### src/rtl/multiboot_pkg.sv
// Shared ICAP constants, state encoding and bit-swap helper for the
// Spartan-6 multiboot reader and writer.
package multiboot_pkg;

  // Configuration packet words as seen by the configuration logic
  // (before the byte-wise bit swap applied at the ICAP pins).
  localparam logic [15:0] ICAP_SYNC_WORD1 = 16'hAA99;
  localparam logic [15:0] ICAP_SYNC_WORD2 = 16'h5566;
  localparam logic [15:0] ICAP_NOOP       = 16'h2000;
  localparam logic [15:0] ICAP_DUMMY      = 16'hFFFF;

  // Type-1 write header to CMD, followed by the DESYNC command code.
  localparam logic [15:0] ICAP_WR_HDR_CMD = 16'h30A1;
  localparam logic [15:0] ICAP_CMD_DESYNC = 16'h000D;

  // Type-1 read headers, one word each.
  localparam logic [15:0] ICAP_RD_HDR_BOOTSTS  = 16'h2C01;
  localparam logic [15:0] ICAP_RD_HDR_GENERAL1 = 16'h2A61;
  localparam logic [15:0] ICAP_RD_HDR_GENERAL2 = 16'h2A81;

  // Index of the register currently being read back.
  localparam logic [1:0] REG_BOOTSTS  = 2'd0;
  localparam logic [1:0] REG_GENERAL1 = 2'd1;
  localparam logic [1:0] REG_GENERAL2 = 2'd2;

  // Reader sequence states, one ICAP word slot per state.
  typedef enum logic [3:0] {
    ST_IDLE  = 4'd0,
    ST_SYNC1 = 4'd1,
    ST_SYNC2 = 4'd2,
    ST_NOP0  = 4'd3,
    ST_HDR   = 4'd4,
    ST_NOPA  = 4'd5,
    ST_NOPB  = 4'd6,
    ST_TO_RD = 4'd7,
    ST_READ  = 4'd8,
    ST_TO_WR = 4'd9,
    ST_CMD   = 4'd10,
    ST_DSY   = 4'd11,
    ST_NOPC  = 4'd12,
    ST_NOPD  = 4'd13,
    ST_FIN   = 4'd14
  } msr_state_e;

  // ICAP pins carry each byte bit-reversed relative to the packet word.
  // The swap is its own inverse, so it serves both directions.
  function automatic logic [15:0] icap_bitswap16(input logic [15:0] din);
    logic [15:0] dout;
    for (int i = 0; i < 8; i++) begin
      dout[i]     = din[7 - i];
      dout[8 + i] = din[15 - i];
    end
    return dout;
  endfunction

  // Read header for a register index; unknown indices fall back to NOOP.
  function automatic logic [15:0] read_header(input logic [1:0] idx);
    logic [15:0] hdr;
    case (idx)
      REG_BOOTSTS:  hdr = ICAP_RD_HDR_BOOTSTS;
      REG_GENERAL1: hdr = ICAP_RD_HDR_GENERAL1;
      REG_GENERAL2: hdr = ICAP_RD_HDR_GENERAL2;
      default:      hdr = ICAP_NOOP;
    endcase
    return hdr;
  endfunction

endpackage

### src/rtl/multiboot_status_reader.sv
// ICAP readback of BOOTSTS, GENERAL1 and GENERAL2 on Spartan-6.
// Syncs the configuration port, issues one read per register, desyncs,
// and reports the boot status plus the warm-boot SPI address/opcode.
//
// Handshake: start is a level request sampled only in IDLE (and is
// ignored while busy). busy rises the cycle after start is taken and
// stays high through FIN; done pulses for exactly one cycle in FIN.
// error and status_valid are valid from done onward and hold until the
// next accepted start clears them.
module multiboot_status_reader
  import multiboot_pkg::*;
#(
  parameter bit          AUTO_START = 1'b1,
  parameter int unsigned TIMEOUT    = 255
) (
  input  logic        CLK,
  input  logic        MBT_RESET,
  input  logic        start,
  output logic        icap_ce,
  output logic        icap_wr,
  output logic [15:0] icap_i,
  input  logic [15:0] icap_o,
  input  logic        icap_busy,
  output logic        busy,
  output logic        done,
  output logic        error,
  output logic        status_valid,
  output logic [15:0] bootsts,
  output logic [23:0] next_addr,
  output logic [7:0]  next_opcode,
  output msr_state_e  dbg_state
);

  localparam logic [7:0] TIMEOUT_CNT = 8'(TIMEOUT);

  msr_state_e  state;
  msr_state_e  state_nxt;
  logic [1:0]  reg_idx;
  logic [7:0]  rd_cnt;
  logic        pending;
  logic [15:0] general1;
  logic [15:0] general2;

  logic        go;
  logic        rd_ok;
  logic        rd_timeout;
  logic        last_reg;

  logic        ce_c;
  logic        wr_c;
  logic [15:0] din_c;

  assign go         = start | pending;
  assign rd_ok      = (rd_cnt >= 8'd2) && !icap_busy;
  assign rd_timeout = !rd_ok && (rd_cnt >= TIMEOUT_CNT);
  assign last_reg   = error || (reg_idx == REG_GENERAL2);

  assign busy        = (state != ST_IDLE);
  assign done        = (state == ST_FIN);
  assign next_addr   = {general2[7:0], general1};
  assign next_opcode = general2[15:8];
  assign dbg_state   = state;

  // State register.
  always_ff @(posedge CLK) begin
    if (MBT_RESET) state <= ST_IDLE;
    else           state <= state_nxt;
  end

  // Next-state: one word per state, READ waits for data or timeout.
  always_comb begin
    state_nxt = state;
    unique case (state)
      ST_IDLE:  if (go) state_nxt = ST_SYNC1;
      ST_SYNC1: state_nxt = ST_SYNC2;
      ST_SYNC2: state_nxt = ST_NOP0;
      ST_NOP0:  state_nxt = ST_HDR;
      ST_HDR:   state_nxt = ST_NOPA;
      ST_NOPA:  state_nxt = ST_NOPB;
      ST_NOPB:  state_nxt = ST_TO_RD;
      ST_TO_RD: state_nxt = ST_READ;
      ST_READ:  if (rd_ok || rd_timeout) state_nxt = ST_TO_WR;
      ST_TO_WR: state_nxt = last_reg ? ST_CMD : ST_HDR;
      ST_CMD:   state_nxt = ST_DSY;
      ST_DSY:   state_nxt = ST_NOPC;
      ST_NOPC:  state_nxt = ST_NOPD;
      ST_NOPD:  state_nxt = ST_FIN;
      ST_FIN:   state_nxt = ST_IDLE;
      default:  state_nxt = ST_IDLE;
    endcase
  end

  // Output decode: ICAP control and packet word for the current state.
  always_comb begin
    ce_c  = 1'b1;
    wr_c  = 1'b1;
    din_c = ICAP_DUMMY;
    unique case (state)
      ST_SYNC1: begin ce_c = 1'b0; wr_c = 1'b0; din_c = ICAP_SYNC_WORD1; end
      ST_SYNC2: begin ce_c = 1'b0; wr_c = 1'b0; din_c = ICAP_SYNC_WORD2; end
      ST_NOP0,
      ST_NOPA,
      ST_NOPB,
      ST_NOPC,
      ST_NOPD:  begin ce_c = 1'b0; wr_c = 1'b0; din_c = ICAP_NOOP; end
      ST_HDR:   begin ce_c = 1'b0; wr_c = 1'b0; din_c = read_header(reg_idx); end
      ST_TO_RD: begin ce_c = 1'b1; wr_c = 1'b1; end
      ST_READ:  begin ce_c = 1'b0; wr_c = 1'b1; end
      ST_TO_WR: begin ce_c = 1'b1; wr_c = 1'b0; end
      ST_CMD:   begin ce_c = 1'b0; wr_c = 1'b0; din_c = ICAP_WR_HDR_CMD; end
      ST_DSY:   begin ce_c = 1'b0; wr_c = 1'b0; din_c = ICAP_CMD_DESYNC; end
      default:  begin ce_c = 1'b1; wr_c = 1'b1; din_c = ICAP_DUMMY; end
    endcase
  end

  // Register the ICAP request one stage, swapping bits on the way out.
  always_ff @(posedge CLK) begin
    if (MBT_RESET) begin
      icap_ce <= 1'b1;
      icap_wr <= 1'b1;
      icap_i  <= ICAP_DUMMY;
    end else begin
      icap_ce <= ce_c;
      icap_wr <= wr_c;
      icap_i  <= icap_bitswap16(din_c);
    end
  end

  // Sequence bookkeeping: pending auto-start, read counter, register
  // index, captured data and the error/valid flags.
  always_ff @(posedge CLK) begin
    if (MBT_RESET) begin
      pending      <= AUTO_START;
      rd_cnt       <= 8'd0;
      reg_idx      <= REG_BOOTSTS;
      error        <= 1'b0;
      status_valid <= 1'b0;
      bootsts      <= 16'h0000;
      general1     <= 16'h0000;
      general2     <= 16'h0000;
    end else begin
      unique case (state)
        ST_IDLE: begin
          if (go) begin
            pending      <= 1'b0;
            reg_idx      <= REG_BOOTSTS;
            error        <= 1'b0;
            status_valid <= 1'b0;
          end
        end
        ST_TO_RD: rd_cnt <= 8'd0;
        ST_READ: begin
          if (rd_cnt != 8'hFF) rd_cnt <= rd_cnt + 8'd1;
          if (rd_ok) begin
            case (reg_idx)
              REG_BOOTSTS:  bootsts  <= icap_bitswap16(icap_o);
              REG_GENERAL1: general1 <= icap_bitswap16(icap_o);
              REG_GENERAL2: general2 <= icap_bitswap16(icap_o);
              default:      ;
            endcase
          end else if (rd_timeout) begin
            error <= 1'b1;
          end
        end
        ST_TO_WR: if (!last_reg) reg_idx <= reg_idx + 2'd1;
        // Raise status_valid on entry to FIN so it is valid with done.
        ST_NOPD:  status_valid <= !error;
        default:  ;
      endcase
    end
  end

endmodule
### config.mk
export PLATFORM = sky130hd
export DESIGN_NAME = multiboot_status_reader
export DESIGN_NICKNAME = d
export VERILOG_FILES = /design/src/rtl/multiboot_pkg.sv /design/src/rtl/multiboot_status_reader.sv
export SDC_FILE = /design/constraint.sdc
export NUM_CORES = 1
export LEC_CHECK = 0
export BUFFER_PORTS_ARGS = -buffer_cell sky130_fd_sc_hd__buf_2
export CELL_PAD_IN_SITES_DETAIL_PLACEMENT = 0
export CELL_PAD_IN_SITES_GLOBAL_PLACEMENT = 1
export CORE_MARGIN = 2
export CORE_UTILIZATION = 40
export CTS_BUF_LIST = sky130_fd_sc_hd__clkbuf_8
export DETAILED_ROUTE_END_ITERATION = 8
export MAX_ROUTING_LAYER = met4
export PLACE_DENSITY = 0.83
export SLEW_MARGIN = 0
export SYNTH_ARGS = -nofsm -noshare
export SYNTH_HDL_FRONTEND = slang
export SYNTH_SLANG_ARGS = --single-unit
### constraint.sdc
create_clock -name CLK -period 3.5 [get_ports CLK]
set_clock_uncertainty 0.15 [all_clocks]
set_input_delay 0.7 -clock CLK [delete_from_list [all_inputs] [get_ports CLK]]
set_output_delay 0.7 -clock CLK [all_outputs]
set_load 0.05 [all_outputs]
==> flow_summary.yaml <==
timing:
  setup_ws_ns: 0.806
  max_freq_mhz: 371
  min_period_ns: 2.69
  setup-violations-final: 0
  slew_headroom: 0.444
  final.setup.tns_ns: 0
  finalHoldViolCount: 0
  rsz0062_at_grt: "false"
  tightest_slew_ns: 0.826
  fin_crit_sh: 0.770
  final_max_slew_viol_count: 0
synthesis:
  synth-adder-area-share: 0.0302
  synth-seq-area-share: 0.482
  syn_nets: 372
  syn_area_per_cell_um2: 9.65
  synthArstFlopShare: 0
  synth_top_area_cell: "dfxtp_1"
  ys_seq_elements: 80
  synth_compound_area_frac: 0.119
  synth_top_family_by_area: "simple AND/OR/NAND/NOR gates"
  synth_area_um2: 3320
  synth_ff_type: "dfxtp_1"
  synth-simple-area-share: 0.166
  synth_mux_area_frac: 0.148
  yosys_warnings: 0
  syn_inst: 344
  synth_xor_area_frac: 0
  synth_area_leaders: "dfxtp_1 48%, mux2i_1 15%, nor2_1 7.0%, ha_1 3.0%, a2111oi_4 2.5%"
  synth_top_area_frac: 0.482
  synth_cell_types: 40
  synth_edf_count: 0
clock_network:
  cts_sinks: 80
  post_cts_resized: 0
  clk_latency_ns: 0.35
  clk_path_buf_depth: 2
  cts_made_buffers: 9
  cts-hold-fix-buffers: 0
  cts-root-buf: "clkbuf_8"
  cts_tree: "built"
  post_cts_buffers: 0
  clkTransAtPathRegs_ns: 0.09
  h-tree-depth: 3
cells_and_area:
  fin_cells: 545
  seqCellArea_um2: 1600
  area_growth_pct: 22.2
  multiInputGateArea_um2: 1540
  nNetsFinal: 463
  diodes: 0
  drive_gt1_frac: 0.289
  n_fill_cell: 792
power_and_ir_drop:
  ir_drop_mv: 0.259
  p_total_mw: 1.94
  cellPowerDensity_nw_per_um2: 478
  swShare: 0.308
  p_leak_nw: 1.65
  p_switching_mw: 0.596
  seqPwrFrac: 0.488
  p_int_mw: 1.34
  combPwrFrac: 0.149
  p_clk_frac: 0.362
die:
  initial_core_util: 0.408
  io_pins: 94
  dieArea_um2: 9040
  rows: 33
  die-height_um: 95.1
  dieWidth_um: 95.1
  core-area_um2: 8130
placement:
  hpwlAfterDp_um: 5200
  globalplace.congestion: 0.869
  dp.cells: 529
  dp_slack_ns: 0.845
  port_buffers: 93
detailed_routing:
  drc: 0
  vias: 2714
  first_pass_iters: 4
  via_per_inst: 4.98
  routedWlPerCell_um: 13.8
  antenna_left: 0
  wl_um: 7510
  drtIter0Drc: 122
setup_path:
  crit_path_max_fanout: 23
  slowest_delay_ns: 0.78
  worstSetupStartpointType: "flop"
  r2r_setup_slack_ns: 0.81
  crit_type: "reg -> reg"
  timing.rr.start: "dbg_state[3]"
  reg2reg_to: "bootsts[8]"
  crit_chain: "or4b_4 -> a2111oi_4 -> buf_4 -> mux2i_1 -> nor2_1"
  reg2regPathDepth: 5
  cp.required_ns: 3.57
  arrival_ns: 2.77
  critPathSlowestCell: "dfxtp_1"
  cp-end-kind: "flop"
global_route:
  grt_pass1_vias: 2450
  gr-usage-all-layers: 0.174
  antenna_found_initial: 0
  grt_pass1_wl_um: 12000
  globalRouteOverflowTotal: 0
  grt_max_degree: 32
run_status:
  status: "finished, final reports clean"
min_path:
  whs_path_depth: 2
  hp-class: "reg -> reg"
  hp-start: "pending"
  hold_path_end: "pending"
flow_run:
  maxCapViolations: 0
-- synth_stat cells, drive strengths merged, types with 5 or more instances --
library cell   n
clkbuf        14
nor4           5
mux2i         49
buf            8
inv           13
o21ai         14
ha             8
nand2         18
a21oi         16
nand3          8
dfxtp         80
nor2          62
-- through the flow --
stage / hold slack (ns) / cell area, µm² / utilization
floorplan: 0.283 / 3320 / -
global placement: 0.295 / 3850 / 0.474
detailed placement: 0.300 / 3850 / 0.474
CTS: 0.314 / 4060 / 0.499
global route: 0.327 / 4060 / 0.499
finish: 0.315 / 4060 / 0.499
-- cell families after synthesis --
group,after synthesis
AOI/OAI and AO/OA,54
muxes,49
and+or+nand+nor,118
adders and majority gates,8
buffers and inverters,35
DFF,80
-- cell type report --
cell class,instances,area share
Sequential cell,80,0.395
Multi-Input combinational cell,229,0.379
Timing Repair Buffer,102,0.131
Tap cell,105,0.0324
Clock buffer,9,0.0305
Clock inverter,7,0.0194
Inverter,13,0.0120
-- placed cells by master (no fill, tap or decap), types with 4 or more instances in the layout --
cell,count
o21ai_0,14
mux2i_1,49
buf_4,9
nand2_1,18
clkbuf_8,9
dfxtp_1,80
inv_1,13
a21oi_1,16
nor4_1,4
buf_2,93
nand3_1,8
nor2_1,62
ha_1,8
-- worst max-delay path by stage --
stage,slack (ns),cells after the start,startpoint,endpoint
3_5_place_dp,0.85,5,dbg_state[3],bootsts[12]
4_1_cts,0.82,5,dbg_state[3],bootsts[8]
6_report,0.81,5,dbg_state[3],bootsts[8]
5_1_grt,0.68,5,dbg_state[3],bootsts[12]
3_3_place_gp,0.90,5,dbg_state[3],general1[12]
2_1_floorplan,0.68,4,dbg_state[1],done
-- layer usage --
| layer | vias up | global-route usage | part of all wire |
|---|---|---|---|
| met5 | - | - | 0 |
| met4 | 0 | 0.0616 | 0.0084 |
| met3 | 7 | 0.0545 | 0.065 |
| li1 | 1366 | - | - |
| met2 | 70 | 0.248 | 0.46 |
| met1 | 1271 | 0.232 | 0.47 |
-- power by group through the flow --
stage | Combinational (mW) | Sequential (mW) | Clock (mW)
after floorplan | 0.129 | 1.06 | 0
after global placement | 0.288 | 0.968 | 0
after detailed placement | 0.290 | 0.968 | 0
after CTS | 0.291 | 0.947 | 0.720
after global routing | 0.311 | 0.950 | 0.756
final | 0.289 | 0.946 | 0.702
-- critical path, delay by kind of cell, from the launching register on --
kind / cells / cell delay, ns
and+or+nand+nor: 2 / 0.71
muxes: 1 / 0.24
buffers and inverters: 1 / 0.34
AOI/OAI and AO/OA: 1 / 0.34
DFF: 1 / 0.78
-- registers in the layout, indices dropped and copies added (netlist names) --
| signal | flops |
|---|---|
| icap_ce | 1 |
| reg_idx | 2 |
| pending | 1 |
| status_valid | 1 |
| icap_wr | 1 |
| bootsts | 16 |
| general2 | 16 |
| dbg_state | 4 |
| error | 1 |
| rd_cnt | 8 |
| general1 | 16 |
| icap_i | 13 |
No activity file was read; power rests on OpenSTA's default activity.
